==> src/rtl/rpn_evaluator.sv <==
// rpn_evaluator
//   Postfix (RPN) expression evaluator driving an external WIDTH-bit, DEPTH-deep
//   stack. Tokens enter over a valid/ready handshake, the final value leaves
//   over a second valid/ready handshake, and faults latch a sticky error code.
//
// Ports
//   Clk, Rst            rising-edge clock, synchronous active-high reset
//   Tok_Valid/Ready     token handshake; Tok_Is_Op selects operator/operand,
//                       Tok_Data carries operand value or opcode in [2:0],
//                       Tok_Last marks the final token of an expression
//   Res_Valid/Ready     result handshake; Result holds the evaluated value
//   Error, Err_Code     sticky flag and code (1 underflow, 2 overflow,
//                       3 leftover operands, 4 bad opcode)
//   Stk_*               connection to the stack (RstN, Push, Pop, Data_In,
//                       Data_Out valid the cycle after a pop, Full, Empty)
module rpn_evaluator #(
  parameter int WIDTH = 8,
  parameter int DEPTH = 32
) (
  input  logic             Clk,
  input  logic             Rst,
  input  logic             Tok_Valid,
  output logic             Tok_Ready,
  input  logic             Tok_Is_Op,
  input  logic [WIDTH-1:0] Tok_Data,
  input  logic             Tok_Last,
  output logic             Res_Valid,
  input  logic             Res_Ready,
  output logic [WIDTH-1:0] Result,
  output logic             Error,
  output logic [2:0]       Err_Code,
  output logic             Stk_RstN,
  output logic             Stk_Push,
  output logic             Stk_Pop,
  output logic [WIDTH-1:0] Stk_Data_In,
  input  logic [WIDTH-1:0] Stk_Data_Out,
  input  logic             Stk_Full,
  input  logic             Stk_Empty
);

  typedef enum logic [3:0] {
    S_IDLE, S_PUSH, S_POP_B, S_WAIT_B, S_POP_A, S_WAIT_A, S_OPER,
    S_PUSH_R, S_FIN_POP, S_FIN_WAIT, S_FIN_CHK, S_DONE, S_ERROR
  } state_e;

  localparam logic [2:0] ERR_UNDER    = 3'd1;
  localparam logic [2:0] ERR_OVER     = 3'd2;
  localparam logic [2:0] ERR_LEFTOVER = 3'd3;
  localparam logic [2:0] ERR_BADOP    = 3'd4;

  localparam int OccW = $clog2(DEPTH + 1);
  localparam logic [OccW-1:0] OccMax = OccW'(DEPTH);

  state_e           state_q, state_d;
  logic             tok_ready_q, tok_ready_d;
  logic             res_valid_q, res_valid_d;
  logic [WIDTH-1:0] result_q, result_d;
  logic             error_q, error_d;
  logic [2:0]       err_code_q, err_code_d;
  logic             stk_push_q, stk_push_d;
  logic             stk_pop_q, stk_pop_d;
  logic [WIDTH-1:0] stk_data_in_q, stk_data_in_d;
  logic [WIDTH-1:0] val_q, val_d;
  logic [2:0]       op_q, op_d;
  logic             last_q, last_d;
  logic [WIDTH-1:0] b_q, b_d;
  logic [WIDTH-1:0] r_q, r_d;
  logic [OccW-1:0]  occ_q, occ_d;
  logic             raise;
  logic [2:0]       raise_code;

  function automatic logic [WIDTH-1:0] alu(input logic [2:0] op,
                                           input logic [WIDTH-1:0] a,
                                           input logic [WIDTH-1:0] b);
    case (op)
      3'd0:    return a + b;
      3'd1:    return a - b;
      3'd2:    return a * b;
      3'd3:    return a & b;
      3'd4:    return a | b;
      3'd5:    return a ^ b;
      default: return '0;
    endcase
  endfunction

  // Pop is a registered output, so the stack samples it one cycle after the
  // POP_x decision and its Data_Out lands one cycle after that. B is therefore
  // captured in POP_A, A is consumed directly in OPER and the final value in
  // FIN_CHK. FIN_POP is entered while the final push is still on the bus, so
  // Stk_Empty there is stale and a pending push guarantees a non-empty stack.
  always_comb begin
    state_d       = state_q;
    res_valid_d   = res_valid_q;
    result_d      = result_q;
    error_d       = error_q;
    err_code_d    = err_code_q;
    stk_push_d    = 1'b0;
    stk_pop_d     = 1'b0;
    stk_data_in_d = stk_data_in_q;
    val_d         = val_q;
    op_d          = op_q;
    last_d        = last_q;
    b_d           = b_q;
    r_d           = r_q;
    raise         = 1'b0;
    raise_code    = '0;

    occ_d = occ_q;
    if (stk_push_q)     occ_d = occ_q + OccW'(1);
    else if (stk_pop_q) occ_d = occ_q - OccW'(1);

    case (state_q)
      S_IDLE: begin
        if (Tok_Valid) begin
          val_d  = Tok_Data;
          op_d   = Tok_Data[2:0];
          last_d = Tok_Last;
          if (!Tok_Is_Op)               state_d = S_PUSH;
          else if (Tok_Data[2:0] > 3'd5) begin raise = 1'b1; raise_code = ERR_BADOP; end
          else                          state_d = S_POP_B;
        end
      end
      S_PUSH, S_PUSH_R: begin
        if (Stk_Full) begin
          raise      = 1'b1;
          raise_code = ERR_OVER;
        end else begin
          stk_push_d    = 1'b1;
          stk_data_in_d = (state_q == S_PUSH) ? val_q : r_q;
          state_d       = last_q ? S_FIN_POP : S_IDLE;
        end
      end
      S_POP_B: begin
        if (Stk_Empty) begin raise = 1'b1; raise_code = ERR_UNDER; end
        else begin stk_pop_d = 1'b1; state_d = S_WAIT_B; end
      end
      S_WAIT_B: state_d = S_POP_A;
      S_POP_A: begin
        b_d = Stk_Data_Out;
        if (Stk_Empty) begin raise = 1'b1; raise_code = ERR_UNDER; end
        else begin stk_pop_d = 1'b1; state_d = S_WAIT_A; end
      end
      S_WAIT_A: state_d = S_OPER;
      S_OPER: begin
        r_d     = alu(op_q, Stk_Data_Out, b_q);
        state_d = S_PUSH_R;
      end
      S_FIN_POP: begin
        if (Stk_Empty && !stk_push_q) begin raise = 1'b1; raise_code = ERR_UNDER; end
        else begin stk_pop_d = 1'b1; state_d = S_FIN_WAIT; end
      end
      S_FIN_WAIT: state_d = S_FIN_CHK;
      S_FIN_CHK: begin
        if (!Stk_Empty) begin
          raise      = 1'b1;
          raise_code = ERR_LEFTOVER;
        end else begin
          result_d    = Stk_Data_Out;
          res_valid_d = 1'b1;
          state_d     = S_DONE;
        end
      end
      S_DONE: begin
        if (Res_Ready) begin
          res_valid_d = 1'b0;
          state_d     = S_IDLE;
        end
      end
      S_ERROR: state_d = S_ERROR;
      default: state_d = S_IDLE;
    endcase

    if (raise) begin
      state_d    = S_ERROR;
      error_d    = 1'b1;
      err_code_d = raise_code;
    end

    tok_ready_d = (state_d == S_IDLE);
  end

  always_ff @(posedge Clk) begin
    if (Rst) begin
      state_q       <= S_IDLE;
      tok_ready_q   <= 1'b1;
      res_valid_q   <= 1'b0;
      result_q      <= '0;
      error_q       <= 1'b0;
      err_code_q    <= '0;
      stk_push_q    <= 1'b0;
      stk_pop_q     <= 1'b0;
      stk_data_in_q <= '0;
      val_q         <= '0;
      op_q          <= '0;
      last_q        <= 1'b0;
      b_q           <= '0;
      r_q           <= '0;
      occ_q         <= '0;
    end else begin
      state_q       <= state_d;
      tok_ready_q   <= tok_ready_d;
      res_valid_q   <= res_valid_d;
      result_q      <= result_d;
      error_q       <= error_d;
      err_code_q    <= err_code_d;
      stk_push_q    <= stk_push_d;
      stk_pop_q     <= stk_pop_d;
      stk_data_in_q <= stk_data_in_d;
      val_q         <= val_d;
      op_q          <= op_d;
      last_q        <= last_d;
      b_q           <= b_d;
      r_q           <= r_d;
      occ_q         <= occ_d;
    end
  end

  // Shadow occupancy exists only to guard the stack interface.
  always_ff @(posedge Clk) begin
    if (!Rst) begin
      assert (!(stk_push_q && stk_pop_q));
      assert (occ_q <= OccMax);
    end
  end

  assign Tok_Ready   = tok_ready_q;
  assign Res_Valid   = res_valid_q;
  assign Result      = result_q;
  assign Error       = error_q;
  assign Err_Code    = err_code_q;
  assign Stk_RstN    = ~Rst;
  assign Stk_Push    = stk_push_q;
  assign Stk_Pop     = stk_pop_q;
  assign Stk_Data_In = stk_data_in_q;

endmodule

==> config.mk <==
export PLATFORM = sky130hd
export DESIGN_NAME = rpn_evaluator
export DESIGN_NICKNAME = d
export VERILOG_FILES = /design/src/rtl/rpn_evaluator.sv
export SDC_FILE = /design/constraint.sdc
export NUM_CORES = 1
export LEC_CHECK = 0
export BUFFER_PORTS_ARGS = -buffer_cell sky130_fd_sc_hd__buf_2
export CAP_MARGIN = 25
export CORE_MARGIN = 2
export CORE_UTILIZATION = 55
export CTS_CLUSTER_SIZE = 24
export DETAILED_ROUTE_END_ITERATION = 10
export PLACE_DENSITY = 0.75
export SLEW_MARGIN = 0
export SYNTH_ARGS = -nofsm -noshare
export SYNTH_HDL_FRONTEND = slang
export SYNTH_SLANG_ARGS = --single-unit
==> constraint.sdc <==
create_clock -name Clk -period 7.7 [get_ports Clk]
set_input_delay 0 -clock Clk [delete_from_list [all_inputs] [get_ports Clk]]
set_output_delay 0 -clock Clk [all_outputs]
set_load 0.05 [all_outputs]
==> reports/metrics.yaml, run 1 <==
drtIter0Drc: 214
setup_tns_ps: 0
synthesis.nets: 601
path_common_cell: "fa_1"
routedWlPerCell_um: 15.3
fp.dieH_um: 90.0
rsz0062_at_grt: "no"
maxSlewViolCount: 0
core_um2: 7210
clk_latency_ps: 310
clock_sinks: 53
grt_max_degree: 52
min_from: "Stk_Data_Out[1]"
cts_max_level: 2
syn_avg_cell_area_um2: 7.77
holdPathStages: 3
fin_nets: 642
async_flop_share_pct: 0
cts_inserted_buffers: 5
hold_buffers: 15
postCtsSetupBuffers: 0
timing.final.crit_share_pct: 54.0
n_antenna_cell: 0
worstPathMaxFanout: 9
r2r_slack_ps: 3540
critical_path.cell_chain: "nand2_1 -> fa_1 -> fa_1 -> inv_1 -> fa_1 -> inv_1 -> fa_1 -> inv_1 -> ha_1 -> a21oi_1 -> xnor2_1 -> xnor2_1 -> a21oi_1 -> a221oi_1"
critPathLaunchType: "flop"
synth_edf_count: 0
layout_commonest_cell: "nand2_1"
place.gp.congestion: 0.943
hpwl_mm: 7.53
critical_path.max_stage_delay_ps: 550
fmax_mhz: 241
setup_violations: 0
worst_pin_slew_ps: 910
dr.pass1.iters: 5
num_rows: 31
path_buf_inv: 3
r2r_start: "b_q[4]"
routed_via_density: 5.60
layout_setup_ws_ps: 3540
synthCells: 524
synth_ff_type: "dfxtp_1"
hold_end: "b_q[1]"
area_growth_pct: 11.9
worstRegToRegCells: 14
cp.arrival_ps: 4370
ys_seq_area_share_pct: 26.1
vias: 3726
cp_data_required_time_ps: 7910
maxCapViolCount: 0
dieWidth_um: 90.0
regArea_um2: 1060
clkTransAtPathRegs_ps: 100
relSlewSlack_pct: 39.3
drcViolationCount: 0
synth-seq-cells: 53
crit-reg2reg-capture: "r_q[7]"
fill_cells: 691
initial_core_util_pct: 56.4
grt_pass1_vias: 3511
powerDensity_nw_per_um2: 299
layout_min_cycle_time_ps: 4160
synth_cell_type_count: 59
cp-end-kind: "flop"
cts_tree: "done"
worstHoldPathType: "primary input to flop"
wl_mm: 10.2
cts_resized: 0
grt_pass1_wl_mm: 16.8
place_ws_ps: 3580
peakVddDrop_uv: 182
hold_viol_final: 0
cp_top_family: "adder cells"
io_pins: 49
final_cell_mix: "nand2_1 (68), nor2_1 (64), a21oi_1 (55)"
grtUsageTotal_pct: 25.1
antenna_found_initial: 0
slowest_stage: "fa_1"
drive_above_1_share_pct: 11.5
critPathKind: "flop to flop"
synth_area_um2: 4070
die-area_um2: 8100
p_leak_uw: 0.00196
ys.warnings.count: 0
port_buffers: 48
cts-root-buf: "clkbuf_8"
antenna_left: 0
clock_skew_ps: 10.0
multi_input_area_um2: 2670
cts_buffer_depth: 2
grt.overflow.total: 0
status: "complete, no violations"
stage by stage:
stage / hold slack (ps) / util, % / power (uW) / instance area, um2 / instances
2_1_floorplan: 136 / - / 1020 / 4070 / 524
3_3_place_gp: 243 / 59.4 / 1140 / 4290 / 641
3_5_place_dp: 249 / 59.5 / 1160 / 4290 / 642
4_1_cts: 3.41 / 63.1 / 1360 / 4560 / 665
5_1_grt: 18.7 / 63.1 / 1470 / 4560 / 665
6_report: 10.3 / 63.1 / 1360 / 4560 / 665
cell type report:
cell class | instances | area share [%]
tap | 99 | 2.72
clock buffer | 6 | 1.59
timing repair buffer | 64 | 8.73
clock inverter | 2 | 0.851
sequential | 53 | 23.3
multi-input combinational | 391 | 58.7
inverter | 50 | 4.12
cell families after synthesis:
family	share of synthesized area, %
AND/OR/NAND/NOR	21.2
XOR/XNOR	6.03
buffers and inverters	8.24
AO/OA/AOI/OAI	17.0
multiplexers	2.74
flip-flops	26.1
adder cells (fa/ha/maj)	18.7
registers in the layout, summed over array words and instances, names as in the netlist:
register / flops
Result: 8
Stk_Data_In: 8
Error: 1
val_q: 8
Stk_Pop: 1
Res_Valid: 1
last_q: 1
b_q: 8
r_q: 8
Stk_Push: 1
Tok_Ready: 1
state_q: 4
Err_Code: 3
per-layer routing:
metal / global-route usage (%) / part of all wire [%] / up-vias
li1: - / - / 1840
met1: 34.5 / 45 / 1742
met2: 41.7 / 48 / 130
met3: 3.19 / 5.6 / 14
met4: 6.67 / 1.4 / 0
met5: 0 / 0 / -
power by group:
group	internal [uW]	switching [uW]	total (uW)	leakage, uW
registers	326	87.9	414	0.000431
logic	305	451	756	0.00147
clock network	97.8	95.4	193	0.0000554
worst register-to-register path, stage by stage, from the launching register on:
cell	delay (ps)
dfxtp_1	510
nand2_1	140
fa_1	480
fa_1	550
inv_1	50
fa_1	470
inv_1	50
fa_1	540
inv_1	50
ha_1	320
a21oi_1	220
xnor2_1	170
xnor2_1	140
a21oi_1	90
a221oi_1	280
worst max path at each step:
stage	end	cells past startpoint	slack (ps)	from
after floorplan	r_q[7]	15	3830	b_q[4]
after global routing	r_q[7]	15	3430	b_q[3]
final	r_q[7]	14	3540	b_q[4]
after global placement	r_q[6]	15	3790	b_q[2]
after CTS	r_q[7]	14	3560	b_q[4]
after detailed placement	r_q[7]	14	3580	b_q[4]
Yosys cell counts (7+ instances only):
cell type,instances,area share [%]
o21ai_0,9,1.1
a21oi_1,55,6.8
inv_1,48,4.4
dfxtp_1,53,26
mux2i_1,10,2.5
nor3_1,14,1.7
fa_1,13,6.4
ha_1,40,12
xnor2_1,25,5.4
nor2_1,64,5.9
nand3_1,7,0.86
nor2b_1,8,1.2
clkbuf_1,18,1.7
a211oi_1,11,2.0
nand2_1,68,6.3
No activity file was read; power rests on OpenSTA's default activity.
==> run 2: changes to the inputs <==
Clock period 7.7 ns to 3.98 ns, I/O delays scaled along.
==> run 2 against run 1 <==
Against the previous run:
- cell area rose by 2.6%
- die area did not move
- maximum frequency rose by 11%
- first-iteration DRC count rose by 20%
- combinational power rose by 110%
- total power rose by 99%
- clock skew rose by 1.3 ps
- critical path depth rose by 2
- largest power group unchanged
- global-route usage rose by 0.38 points
- routed wire length rose by 0.15%
- worst hold slack improved by 1.6 ps
==> reports/metrics.yaml, run 2 (synthesis gave the netlist of run 1 again) <==
status: "complete, no violations"
fp.dieH_um: 90.0  # unchanged
antenna_found_initial: 0  # unchanged
cp.arrival_ps: 3990  # -380 ps
initial_core_util_pct: 56.4  # unchanged
cts_buffer_depth: 2  # unchanged
multi_input_area_um2: 2730  # +1.9%
r2r_slack_ps: 220  # -3320 ps
wl_mm: 10.2  # +0.15%
final_cells: 673  # +1.2%
worstRegToRegCells: 16  # +2
timing.final.crit_share_pct: 94.5  # +41 points
dieWidth_um: 90.0  # unchanged
maxSlewViolCount: 0  # unchanged
port_buffers: 48  # unchanged
cp_data_required_time_ps: 4210  # -3700 ps
area_growth_pct: 14.8
layout_setup_ws_ps: 220  # -3320 ps
place.gp.congestion: 0.936  # -0.72%
final_cell_mix: "nand2_1 (68), nor2_1 (64), a21oi_1 (53)"
holdPathStages: 3  # unchanged
drive_above_1_share_pct: 15.5  # +4.0 points
grt.overflow.total: 0  # unchanged
drtIter0Drc: 257  # +20%
cts_inserted_buffers: 5  # unchanged
crit-reg2reg-capture: "r_q[7]"
clkTransAtPathRegs_ps: 100  # about the same
p_leak_uw: 0.00201  # +2.5%
p_total_uw: 2710  # +99%
fill_cells: 677  # -2.0%
fin_nets: 650  # +1.2%
worstHoldPathType: "primary input to flop"
die-area_um2: 8100  # unchanged
regArea_um2: 1060  # +0.35%
maxCapViolCount: 0  # unchanged
drcViolationCount: 0  # unchanged
rsz0062_at_grt: "no"
r2r_start: "b_q[3]"
peakVddDrop_uv: 402  # +120%
min_from: "Stk_Data_Out[3]"
setup_violations: 0  # unchanged
layout_min_cycle_time_ps: 3760  # -395 ps
clk_latency_ps: 310  # about the same
postCtsSetupBuffers: 0  # unchanged
cts_max_level: 2  # unchanged
antenna_left: 0  # unchanged
fmax_mhz: 266  # +11%
io_pins: 49  # unchanged
grt_max_degree: 52  # unchanged
grt_pass1_wl_mm: 17.2  # +2.2%
grt_pass1_vias: 3592  # +2.3%
routed_via_density: 5.60  # about the same
powerDensity_nw_per_um2: 579  # +94%
core_um2: 7210  # unchanged
hold_end: "b_q[3]"
hold_viol_final: 0  # unchanged
layout_commonest_cell: "nand2_1"
dp_cells: 653  # +1.7%
worst_pin_slew_ps: 932  # +22.3 ps
critPathKind: "flop to flop"
routedWlPerCell_um: 15.1  # -1.0%
clock_skew_ps: 11.3  # +1.34 ps
clock_sinks: 53  # unchanged
vias: 3772  # +1.2%
setup_tns_ps: 0  # unchanged
cp-end-kind: "flop"
relSlewSlack_pct: 37.7  # -1.6 points
cts_tree: "done"
critPathLaunchType: "flop"
worstPathMaxFanout: 5  # -4
dr.pass1.iters: 5  # unchanged
cts-root-buf: "clkbuf_8"
grtUsageTotal_pct: 25.4  # +0.38 points
place_ws_ps: 63.9  # -3510 ps
num_rows: 31  # unchanged
n_antenna_cell: 0  # unchanged
hpwl_mm: 7.66  # +1.8%
==> run 2: cell count changes in the layout (fill, tap and decap cells not counted), moves of 2 or more <==
cell / change
dfxtp_1: -3
a21oi_1: -2
dfxtp_2: +3
ha_1: -3
ha_4: +2
a21oi_2: +2
dlygate4sd3_1: -3
buf_4: +11
==> run 2: timing repair <==
| item | CTS | global route |
|---|---|---|
| hold endpoints to repair | 12 | 0 |
| gates resized for setup | 0 | 12 |
| hold buffers | 12 | 0 |
| endpoints found under the setup margin | 0 | 3 |
==> run 2: critical path: stages, from the launching register on <==
cell and delay [ps]:
dfxtp_2 350, buf_4 150, inv_1 80, nor2_1 50, ha_1 210, fa_1 490, ha_1 300, inv_1 50
fa_1 520, inv_1 70, fa_1 450, a21o_1 210, a21oi_2 150, xnor2_1 140, xnor2_1 140, a21oi_1 110
a221oi_2 220
==> run 2: final cells by class <==
type | count | area share (%)
repair buffers | 72 | 9.64
flip-flops and latches | 53 | 22.8
clock buffers | 6 | 1.77
well taps | 99 | 2.65
clock inverters | 2 | 0.803
inverters | 50 | 4.02
multi-input cells | 391 | 58.3
==> run 2: layer usage <==
| metal | part of all wire (%) | vias to the layer above | track usage (%) |
|---|---|---|---|
| met5 | 0 | - | 0 |
| met4 | 2.1 | 0 | 6.28 |
| met3 | 6.3 | 25 | 3.86 |
| met2 | 47 | 132 | 43.2 |
| met1 | 45 | 1759 | 34.1 |
| li1 | - | 1856 | - |
==> run 2: power breakdown <==
group	internal (uW)	switching, uW	total, uW
Combinational	631	929	1560
Clock	205	181	386
Sequential	631	128	760
Total	1470	1240	2710
==> run 2: metrics by stage <==
step,area (um2),utilization [%],hold WS (ps)
final,4670,64.8,11.9
after global routing,4670,64.8,17.0
after CTS,4620,64.0,2.87
after detailed placement,4380,60.7,253
after global placement,4380,60.7,245
after floorplan,4070,-,136
==> run 2: worst max path at each step <==
stage / startpoint / end / slack [ps] / cells past startpoint
2_1_floorplan: b_q[4] / r_q[7] / 110 / 15
3_3_place_gp: b_q[4] / r_q[7] / 190 / 14
3_5_place_dp: b_q[2] / r_q[7] / 60 / 16
4_1_cts: b_q[2] / r_q[7] / 40 / 16
5_1_grt: b_q[3] / r_q[7] / 20 / 16
6_report: b_q[3] / r_q[7] / 220 / 16
==> run 3: changes to the inputs <==
Settings changed: CORE_UTILIZATION 55 to 25, PLACE_DENSITY 0.75 to 0.4.
==> run 3 against run 2 <==
Against the previous run:
- largest cell class unchanged
- sequential share of layout area down 0.87 points
- routed wire length up 24%
- die area up 110%
- worst hold slack worse by 5.5 ps
- sequential power down 0.7%
- cell area up 4.2%
- core utilization down 34 points
- first-iteration DRC count down 19%
- critical endpoint unchanged
- via count down 2.3%
- clock skew down 0.80 ps
- register-to-register slack worse by 30 ps
==> reports/metrics.yaml, run 3 (synthesis gave the netlist of run 1 again) <==
fp.dieH_um: 132  # +46%
fmax_mhz: 263  # -0.93%
critPathKind: "primary input to flop"
dp_cells: 772  # +18%
area_growth_pct: 19.6
clkTransAtPathRegs_ps: 80  # -20 ps
grt_max_degree: 52  # unchanged
routed_via_density: 4.64  # -17%
regArea_um2: 1070  # +0.23%
hpwl_mm: 9.56  # +25%
hold_viol_final: 0  # unchanged
peakVddDrop_uv: 201  # -50%
cts_max_level: 2  # unchanged
io_pins: 49  # unchanged
relSlewSlack_pct: 22.3  # -15 points
timing.final.crit_share_pct: 95.4  # +0.88 points
clock_skew_ps: 10.5  # -0.800 ps
grt.overflow.total: 0  # unchanged
die-area_um2: 17300  # +110%
worstPathMaxFanout: 5  # unchanged
clk_latency_ps: 310  # about the same
clock_sinks: 53  # unchanged
fin_nets: 654  # +0.62%
setup_violations: 0  # unchanged
initial_core_util_pct: 25.6  # -31 points
wl_mm: 12.6  # +24%
layout_min_cycle_time_ps: 3800  # +35.1 ps
drive_above_1_share_pct: 15.9  # +0.41 points
port_buffers: 48  # unchanged
routedWlPerCell_um: 15.9  # +4.8%
grtUsageTotal_pct: 14.8  # -11 points
core_um2: 15900  # +120%
powerDensity_nw_per_um2: 579  # about the same
maxSlewViolCount: 0  # unchanged
cts_buffer_depth: 2  # unchanged
num_rows: 46  # +48%
p_total_uw: 2820  # +4.2%
multi_input_area_um2: 2710  # -0.64%
drtIter0Drc: 207  # -19%
n_antenna_cell: 0  # unchanged
dieWidth_um: 132  # +46%
cp.arrival_ps: 4010  # +20 ps
antenna_left: 0  # unchanged
cp_top_family: "adder cells"
vias: 3687  # -2.3%
worstHoldPathType: "primary input to flop"
antenna_found_initial: 0  # unchanged
critPathLaunchType: "primary input"
layout_commonest_cell: "nand2_1"
final_cells: 794  # +18%
slowest_stage: "dlygate4sd3_1"
final_cell_mix: "nand2_1 (68), nor2_1 (63), a21oi_1 (54)"
place.gp.congestion: 0.859  # -8.2%
drcViolationCount: 0  # unchanged
cp_data_required_time_ps: 4200  # about the same
cts-root-buf: "clkbuf_16"
fill_cells: 1776  # +160%
grt_pass1_wl_mm: 20.4  # +19%
grt_pass1_vias: 3788  # +5.5%
critical_path.max_stage_delay_ps: 530  # about the same
cts_tree: "done"
cp-end-kind: "flop"
worst_pin_slew_ps: 1160  # +231 ps
cts_inserted_buffers: 5  # unchanged
maxCapViolCount: 0  # unchanged
path_buf_inv: 5  # +1
dr.pass1.iters: 5  # unchanged
critical_path.cell_chain: "dlygate4sd3_1 -> buf_2 -> inv_1 -> nor2_2 -> ha_2 -> fa_1 -> ha_1 -> inv_1 -> fa_1 -> inv_1 -> fa_1 -> a21o_1 -> a21oi_1 -> xnor2_1 -> xnor2_1 -> a21oi_1 -> a221oi_1"
status: "complete, no violations"
p_leak_uw: 0.00204  # +1.8%
run 3: path summary, 6_finish.rpt:
path	startpoint	endpoint	slack, ps	depth (start not counted)
max	Stk_Data_Out[0]	r_q[7]	180	17
min	Stk_Data_Out[4]	b_q[4]	6	3
max reg2reg	b_q[3]	r_q[7]	190	16
min reg2reg	Err_Code[2]	Err_Code[2]	460	2
run 3: what timing repair did:
item | in CTS | in global routing
gates resized for setup | 0 | 12
hold endpoints to repair | 11 | 1
buffers inserted | 0 | 1
setup endpoints to repair | 0 | 4
hold buffers | 10 | 1
run 3: final cells by class:
cell class | count | area share, %
inverters | 50 | 3.85
multi-input cells | 391 | 55.6
clock buffers | 5 | 2.57
clock inverters | 3 | 0.437
repair buffers | 76 | 10.1
flip-flops and latches | 53 | 21.9
well taps | 216 | 5.55
run 3: where the power goes:
part | internal, uW | switching, uW
logic | 634 | 976
clock network | 235 | 220
registers | 632 | 124
run 3: metrics by stage:
stage          util (%)  area [um2]  worst slack (ps)  hold WS [ps]  setup TNS (ps)
3_5_place_dp       28.6        4540              79.3           256               0
3_3_place_gp       28.6        4540               118           252               0
2_1_floorplan         -        4070               111           136               0
4_1_cts            30.1        4780              50.1          1.58               0
5_1_grt            30.7        4870             -3.76          13.6           -3.76
6_report           30.7        4870               185          6.45               0
run 3: metal layers:
layer  GRT usage (%)  wire length [um]  vias to the layer above
met5               0                 0                        -
met1            20.4              6240                     1741
met4            3.86               185                        0
li1                -                 -                     1865
met2            23.7              5760                       71
met3            2.62               412                       10
run 3: worst min-delay path, stage by stage:
cell and delay [ps]:
buf_2 150, nand2_1 70, a21oi_1 50
